--- src/rtl/serial_stream_tx.sv ---
// serial_stream_tx
// Host-to-device serial transmitter. Words written through a pipe-in
// (wr_en/din) are buffered in a FIFO and shifted out on serial_out at one
// bit per ti_clk. frame_sync marks the first bit of every word. Words
// stream back-to-back while tx_enable is high and the FIFO has data.
//
// Ports:
//   ti_clk          sole clock (host interface clock)
//   reset           asynchronous, active-high reset
//   wr_en, din      FIFO write strobe and data
//   tx_enable       permits starting new words (never truncates a word)
//   full, empty     registered FIFO status flags
//   fifo_count      registered FIFO occupancy
//   overflow        sticky flag: a write arrived while full and was dropped
//   underrun_count  saturating count of word boundaries that found no data
//   serial_out      serial data, IDLE_LEVEL when nothing is shifting
//   frame_sync      high during the first bit of each word
//   busy            high while a word is being shifted
module serial_stream_tx #(
   parameter int WORD_WIDTH = 16,
   parameter int FIFO_DEPTH = 16,
   parameter bit MSB_FIRST  = 1'b1,
   parameter bit IDLE_LEVEL = 1'b0
) (
   input  logic                          ti_clk,
   input  logic                          reset,
   input  logic                          wr_en,
   input  logic [WORD_WIDTH-1:0]         din,
   input  logic                          tx_enable,
   output logic                          full,
   output logic                          empty,
   output logic [$clog2(FIFO_DEPTH):0]   fifo_count,
   output logic                          overflow,
   output logic [15:0]                   underrun_count,
   output logic                          serial_out,
   output logic                          frame_sync,
   output logic                          busy
);

   localparam int AW = $clog2(FIFO_DEPTH);
   localparam int CW = AW + 1;
   localparam int BW = (WORD_WIDTH > 1) ? $clog2(WORD_WIDTH) : 1;

   typedef enum logic {
      ST_IDLE,
      ST_SHIFT
   } state_t;

   state_t                  state_q, state_d;
   logic [WORD_WIDTH-1:0]   mem_q [FIFO_DEPTH];
   logic [AW-1:0]           wr_ptr_q, wr_ptr_d;
   logic [AW-1:0]           rd_ptr_q, rd_ptr_d;
   logic [CW-1:0]           count_q, count_d;
   logic                    full_q, full_d;
   logic                    empty_q, empty_d;
   logic                    overflow_q, overflow_d;
   logic [15:0]             underrun_q, underrun_d;
   logic [WORD_WIDTH-1:0]   shift_q, shift_d;
   logic [BW-1:0]           bit_cnt_q, bit_cnt_d;
   logic                    serial_out_q, serial_out_d;
   logic                    frame_sync_q, frame_sync_d;
   logic                    busy_q, busy_d;
   logic                    push;
   logic                    pop;
   logic [WORD_WIDTH-1:0]   head;

   // A write is only accepted against the registered full flag, so a pop on
   // the same edge cannot make room for it.
   assign push = wr_en && !full_q;
   assign head = mem_q[rd_ptr_q];

   // FIFO storage has no reset; occupancy is tracked by the pointers and
   // count, so stale contents are never observed.
   always_ff @(posedge ti_clk) begin
      if (push) begin
         mem_q[wr_ptr_q] <= din;
      end
   end

   // FIFO bookkeeping. Pointers wrap naturally because the depth is a power
   // of two. full/empty are derived from the next count so they are
   // registered alongside it and always agree with fifo_count.
   always_comb begin
      wr_ptr_d   = wr_ptr_q;
      rd_ptr_d   = rd_ptr_q;
      count_d    = count_q;
      overflow_d = overflow_q;
      if (push) begin
         wr_ptr_d = wr_ptr_q + AW'(1);
      end
      if (pop) begin
         rd_ptr_d = rd_ptr_q + AW'(1);
      end
      case ({push, pop})
         2'b10:   count_d = count_q + CW'(1);
         2'b01:   count_d = count_q - CW'(1);
         default: count_d = count_q;
      endcase
      if (wr_en && full_q) begin
         overflow_d = 1'b1;
      end
      full_d  = (count_d == CW'(FIFO_DEPTH));
      empty_d = (count_d == '0);
   end

   // Transmit state machine. The shift register holds only the bits still
   // to be sent, so the outgoing bit is always taken from the same end.
   // A new word is loaded either from IDLE or on the edge that ends the last
   // bit of the current word, which gives gap-free back-to-back streaming.
   always_comb begin
      state_d      = state_q;
      shift_d      = shift_q;
      bit_cnt_d    = bit_cnt_q;
      serial_out_d = serial_out_q;
      frame_sync_d = 1'b0;
      busy_d       = busy_q;
      underrun_d   = underrun_q;
      pop          = 1'b0;

      case (state_q)
         ST_IDLE: begin
            if (tx_enable && !empty_q) begin
               pop = 1'b1;
            end
         end
         ST_SHIFT: begin
            if (bit_cnt_q != BW'(WORD_WIDTH - 1)) begin
               bit_cnt_d = bit_cnt_q + BW'(1);
               if (MSB_FIRST) begin
                  serial_out_d = shift_q[WORD_WIDTH-1];
                  shift_d      = shift_q << 1;
               end else begin
                  serial_out_d = shift_q[0];
                  shift_d      = shift_q >> 1;
               end
            end else if (tx_enable && !empty_q) begin
               pop = 1'b1;
            end else begin
               if (tx_enable && (underrun_q != 16'hFFFF)) begin
                  underrun_d = underrun_q + 16'd1;
               end
               state_d      = ST_IDLE;
               serial_out_d = IDLE_LEVEL;
               busy_d       = 1'b0;
            end
         end
         default: begin
            state_d      = ST_IDLE;
            serial_out_d = IDLE_LEVEL;
            busy_d       = 1'b0;
         end
      endcase

      if (pop) begin
         state_d      = ST_SHIFT;
         bit_cnt_d    = '0;
         busy_d       = 1'b1;
         frame_sync_d = 1'b1;
         if (MSB_FIRST) begin
            serial_out_d = head[WORD_WIDTH-1];
            shift_d      = head << 1;
         end else begin
            serial_out_d = head[0];
            shift_d      = head >> 1;
         end
      end
   end

   // State registers. Reset aborts any word in flight immediately; the
   // partially sent word is lost along with the FIFO contents.
   always_ff @(posedge ti_clk or posedge reset) begin
      if (reset) begin
         state_q      <= ST_IDLE;
         wr_ptr_q     <= '0;
         rd_ptr_q     <= '0;
         count_q      <= '0;
         full_q       <= 1'b0;
         empty_q      <= 1'b1;
         overflow_q   <= 1'b0;
         underrun_q   <= '0;
         shift_q      <= '0;
         bit_cnt_q    <= '0;
         serial_out_q <= IDLE_LEVEL;
         frame_sync_q <= 1'b0;
         busy_q       <= 1'b0;
      end else begin
         state_q      <= state_d;
         wr_ptr_q     <= wr_ptr_d;
         rd_ptr_q     <= rd_ptr_d;
         count_q      <= count_d;
         full_q       <= full_d;
         empty_q      <= empty_d;
         overflow_q   <= overflow_d;
         underrun_q   <= underrun_d;
         shift_q      <= shift_d;
         bit_cnt_q    <= bit_cnt_d;
         serial_out_q <= serial_out_d;
         frame_sync_q <= frame_sync_d;
         busy_q       <= busy_d;
      end
   end

   assign full           = full_q;
   assign empty          = empty_q;
   assign fifo_count     = count_q;
   assign overflow       = overflow_q;
   assign underrun_count = underrun_q;
   assign serial_out     = serial_out_q;
   assign frame_sync     = frame_sync_q;
   assign busy           = busy_q;

endmodule

--- config.mk ---
export PLATFORM = sky130hd
export DESIGN_NAME = serial_stream_tx
export DESIGN_NICKNAME = d
export VERILOG_FILES = /design/src/rtl/serial_stream_tx.sv
export SDC_FILE = /design/constraint.sdc
export NUM_CORES = 1
export LEC_CHECK = 0
export ABC_CLOCK_PERIOD_IN_PS = 4100
export CORE_MARGIN = 2
export CORE_UTILIZATION = 45
export DETAILED_ROUTE_END_ITERATION = 12
export GPL_TIMING_DRIVEN = 0
export HOLD_SLACK_MARGIN = 0.15
export PLACE_DENSITY = 0.6
export SLEW_MARGIN = 5
export SYNTH_ARGS = -nofsm -noshare
export SYNTH_HDL_FRONTEND = slang
export SYNTH_SLANG_ARGS = --single-unit
--- constraint.sdc ---
create_clock -name ti_clk -period 4.1 [get_ports ti_clk]
set_input_delay 0.82 -clock ti_clk [delete_from_list [all_inputs] [get_ports ti_clk]]
set_output_delay 0.82 -clock ti_clk [all_outputs]
set_load 0.1 [all_outputs]
======== Word-level counts from Yosys, hierarchy flattened ========
Memories as Yosys holds them, arrays and structs flattened.
Cells that the tools add are included.
cells by class
  bitwise operators ....................... 3
  add/subtract/negate cells ............... 6
  reduce and logical (&&, ||, !) cells .... 13
  multiplexer cells ....................... 23
  equality and inequality tests ........... 8
operators with widths
  kind                     number
  $mux W16                 3
  $add A16 B1 Y16 const B  1
  $ne A16 B16 Y1 const B   1
  $mux W1                  15
  $add A4 B1 Y4 const B    3
  $mux W4                  3
  $pmux W5 S2              1
  $add A5 B1 Y5 const B    1
  $eq A5 B5 Y1 const B     1
  $logic_not A5 Y1         1
  $sub A5 B1 Y5 const B    1
  $logic_and A1 B1 Y1      4
  $ne A2 B2 Y1 const B     2
  $ne A4 B4 Y1 const B     1
  $reduce_and A2 Y1        2
  $reduce_and A4 Y1        1
  $reduce_bool A2 Y1       2
  $ne A3 B2 Y1 const B     1
  $not A1 Y1               3
  $reduce_and A3 Y1        1
  $eq A2 B1 Y1 const B     1
  $eq A2 B2 Y1 const B     1
  $logic_not A1 Y1         2
  $pmux W1 S2              1
word-level totals
  bits in writable memories ............... 256
  bits of input ports ..................... 20
  flip-flop bits (word level) ............. 56
  memories ................................ 1
  word-level logic and storage cells ...... 67
memories
  memory  depth  width  read ports  clocked after Yosys merged registers in  wr ports  line  source
  mem_q   16     16     1           0                                        1         50    logic [WORD_WIDTH-1:0] mem_q [FIFO_DEPTH];

======== Depth between registers and ports, before layout ========
  depth after elaboration ................. 8
  mapped depth ............................ 13
  gate-level depth less buffers ........... 12

======== Worst setup path before layout ========
Ideal clock, no wire load.
  kind .................................... register -> register
  start point ............................. register full_q (netlist: full)
  end point ............................... register empty_q (netlist: empty)
  arrival ................................. 2.942 ns
  slack ................................... 1.057 ns
  required time ........................... 3.999 ns
  period minus slack after synthesis ...... 3.043 ns
  stages on the path, launching flop included .. 13
  setup time .............................. 0.101 ns
  buffers on the path ..................... 2
  cell sequence ........................... dfrtp_1 > nor2b_1 > clkbuf_1 > inv_1 > ha_1 > buf_2 > xor2_1 > ha_1 > o21ai_0 > a221oi_1 > o221ai_1 > xor2_1 > nor4b_1
between the ends
  longest elaborated chain between the ends .. 5
  elaborated cells between the ends (all ways) .. 6
  those cells by class .................... eq/ne (2); mux (1); reduce/logical (3)
ends and longest elaborated chain
  element                                              line  source
  from (decl)                                          54    logic full_q, full_d;
  from (signal assigned)                               191   full_q <= full_d;
  $logic_not A1 Y1 (*)                                 69    assign push = wr_en && !full_q;
  $logic_and A1 B1 Y1 (*)                              69
  $eq A2 B1 Y1 / $eq A2 B2 Y1 (equally long branches)  94    case ({push, pop})
  $pmux W5 S2 (*)                                      94
  $logic_not A5 Y1 (*)                                 103   empty_d = (count_d == '0);
  named net empty_d                                    55    logic empty_q, empty_d;
  to (signal assigned)                                 192   empty_q <= empty_d;
  to (decl)                                            55
Mark *: on every way through the listed nets, which the timed path passes. The rest lies on a longest branch.
A chain may end at the register's enable or synchronous reset.

======== Worst setup path after layout ========
  start point ............................. register bit_cnt_q[0]
  end point ............................... register full_q (netlist: full)
between the ends
  longest elaborated chain between the ends .. 6
  elaborated cells between the ends (all ways) .. 7
  those cells by class .................... eq/ne (4); mux (3)
ends and longest elaborated chain
  element                                              line  source
  from (decl)                                          59    logic [BW-1:0] bit_cnt_q, bit_cnt_d;
  from (signal assigned)                               196   bit_cnt_q <= bit_cnt_d;
  $ne A4 B4 Y1 (*)                                     127   if (bit_cnt_q != BW'(WORD_WIDTH - 1)) begin
  $mux W1 (*)                                          127
  $pmux W1 S2 (*)                                      120   case (state_q)
  $eq A2 B1 Y1 / $eq A2 B2 Y1 (equally long branches)  94
  $pmux W5 S2 (*)                                      94
  $eq A5 B5 Y1 (*)                                     102   full_d = (count_d == CW'(FIFO_DEPTH));
  named net full_d                                     54
Marks and branches as above.

==> results.json <==
{
  "rsz0062_at_grt": "false",
  "status": "finished clean",
  "crit_chain": "ha_1 > nand3_2 > and2_0 > nor2_2 > ha_1 > buf_2 > xor2_1 > ha_1 > o21ai_0 > a221oi_1 > o221ai_1 > xor2_1 > nor4_1",
  "fillers": 2150,
  "synth_edf_count": 256,
  "grt_util_met2_pct": 33.3,
  "grt_max_degree": 40,
  "synth_area_leader_cell": "edfxtp_1",
  "synthArstFlopShare_pct": 17.7,
  "vias": 6542,
  "grt_pass1_vias": 6820,
  "antenna_found_initial": 0,
  "num_rows": 61,
  "vdd_drop_max_uv": 334,
  "endpoint_kind": "flip-flop",
  "critPathMaxFanout": 7,
  "maxCapViolations": 0,
  "portBuffers": 46,
  "power_density_nw_per_um2": 667,
  "place_congestion": 0.849,
  "avgSynthCellArea_um2": 18.5,
  "ys.flop_type": "edfxtp_1",
  "yosysTopAreaCellShare_pct": 60.9,
  "slew_violations": 0,
  "min_path_type": "reg2reg",
  "crit_type": "reg2reg",
  "ioPinCount": 47,
  "use_met1_pct": 25.6,
  "timing.hold.ws_ns": 0.464,
  "track_usage_pct": 19.1,
  "die-area_um2": 29400,
  "cts-hold-fix-buffers": 0,
  "grt.busiest_layer": "met2",
  "dp_cells": 1124,
  "post_cts_resized": 0,
  "via_per_inst": 5.55,
  "root_buffer": "clkbuf_16",
  "synth_most_common_cell": "edfxtp_1",
  "setup_viol": 0,
  "multi_input_area_um2": 3290,
  "fin_cells": 1179,
  "clk_pin_slew_ns": 0.06,
  "drc": 0,
  "crit_buf_inv": 1,
  "yosysSeqAreaShare_pct": 71.9,
  "drtIter0Drc": 475,
  "design_area_um2": 14900,
  "insertion_delay_ns": 0.54,
  "grt_use_met3_pct": 2.30,
  "ys_types": 56,
  "synth_cells": 682,
  "fin_crit_sh_pct": 89.3,
  "ff_latch_area_um2": 9060,
  "synth_common_cells": "edfxtp_1, dfrtp_1, mux4_2, nand2_1, nor2_1",
  "critPathLaunchType": "flip-flop",
  "synth_area_leaders": "edfxtp_1, dfrtp_1, mux4_2",
  "syn_nets": 712,
  "antenna_left": 0,
  "finalNetCount": 808,
  "syn-cell-area_um2": 12600,
  "cts.path.max_buffers": 3,
  "period_needed_ns": 3.66,
  "max-slew-margin-rel_pct": 33.4,
  "post-place-ws_ns": 0.214,
  "post_dp_cell_area_um2": 13900,
  "worst_pin_slew_ns": 0.996,
  "clock_sinks": 311,
  "yosysWarnings": 0,
  "leakage_nw": 5.10,
  "drive_gt1_share_pct": 22.7,
  "cts_setup_buffers": 0,
  "cp_common_cell": "ha_1",
  "cts_buffers": 30,
  "skew_ns": 0.0184,
  "area_growth_pct": 18.2,
  "overflow": 0,
  "die_h_um": 171,
  "grt_pass1_wl_um": 41000,
  "cp_data_arrival_time_ns": 4.08,
  "hold_violations": 0,
  "timing.fmax_mhz": 273,
  "cts_tree": "done",
  "dpl.hpwl_um": 18300,
  "start_util_pct": 45.5,
  "path_delay_family": "simple AND/OR/NAND/NOR gates",
  "dr.pass1.iters": 4,
  "cp_slowest_stage_delay_ns": 0.42,
  "wl_per_cell_um": 23.1,
  "core-area_um2": 27700,
  "crit_path_top_delay_cell": "dfrtp_1",
  "synth_seq_cells": 311,
  "htreeDepth": 1,
  "critPathRequiredTime_ns": 4.52,
  "die_x_um": 171,
  "drt_wl_total_um": 27300,
  "worst_slack_ns": 0.439,
  "n_antenna_cell": 0
}
[registers in the layout, indices dropped and copies added, names as in the netlist]
name            flops
mem_q             256
underrun_count     16
shift_q            15
fifo_count          5
bit_cnt_q           4
rd_ptr_q            4
wr_ptr_q            4
busy                1
empty               1
frame_sync          1
full                1
overflow            1
serial_out          1
state_q             1
[layout by cell type, fill, tap and decap left out, types with 14 or more instances in the layout]
cell             synthesis  layout
nand2_1                 41      41
a21oi_1                 24      24
nor2_1                  29      17
clkbuf_1                 6      17
nand3_1                 22      22
edfxtp_1               256     256
buf_6                   10      15
clkdlybuf4s50_1          0      46
clkbuf_16                0      31
mux4_1                  17      17
dfrtp_1                 54      54
mux4_2                  47      47
xnor2_1                 14      14
mux2_2                  19      19
[metrics by stage]
step                      power (mW)  setup TNS (ns)  util [%]
after floorplan                 6.28               0         -
after global placement          7.06          -49.94      48.9
after detailed placement        7.26               0      50.2
after CTS                       10.0               0      53.8
after global routing            10.4               0      53.8
final                           9.95               0      53.8
[kinds of logic after synthesis]
logic type | synth area share, %
XOR/XNOR | 1.74
AO/OA/AOI/OAI | 3.18
flip-flops | 71.9
multiplexers | 13.9
AND/OR/NAND/NOR | 5.76
adder cells (fa/ha/maj) | 0.992
buffers and inverters | 2.57
[metal layers]
| metal | vias up | part of all wire [%] |
|---|---|---|
| met5 | - | 0 |
| met4 | 0 | 2.0 |
| met3 | 34 | 3.8 |
| met2 | 155 | 51 |
| met1 | 3433 | 43 |
| li1 | 2920 | - |
[worst reg2reg max path: stages, from the launching register on]
cell	delay, ns
dfrtp_1	0.42
ha_1	0.28
nand3_2	0.19
and2_0	0.33
nor2_2	0.40
ha_1	0.22
buf_2	0.18
xor2_1	0.16
ha_1	0.23
o21ai_0	0.09
a221oi_1	0.28
o221ai_1	0.22
xor2_1	0.20
nor4_1	0.34
[power breakdown]
group	internal, mW	switching, mW
logic	1.32	1.79
registers	3.85	0.197
clock network	1.67	1.11
[path summary, 6_finish.rpt]
kind,startpoint,end,slack [ns],depth (start not counted)
max in group asynchronous,reset,shift_q[3],2.94,3
max,bit_cnt_q[0],full,0.44,13
min in group asynchronous,reset,fifo_count[3],0.59,2
max reg2reg,bit_cnt_q[0],full,0.44,13
min reg2reg,overflow,overflow,0.46,1
min,overflow,overflow,0.46,1
[cell type report]
type                    instances  share of cell area, %
flip-flops and latches        311                   60.8
inverters                      10                  0.252
plain buffers                  32                   1.92
repair buffers                 64                   5.08
multi-input cells             329                   22.1
clock inverters                11                   1.06
clock buffers                  44                   5.66
well taps                     378                   3.17
Note: power is estimated with default switching activity, not from simulation.
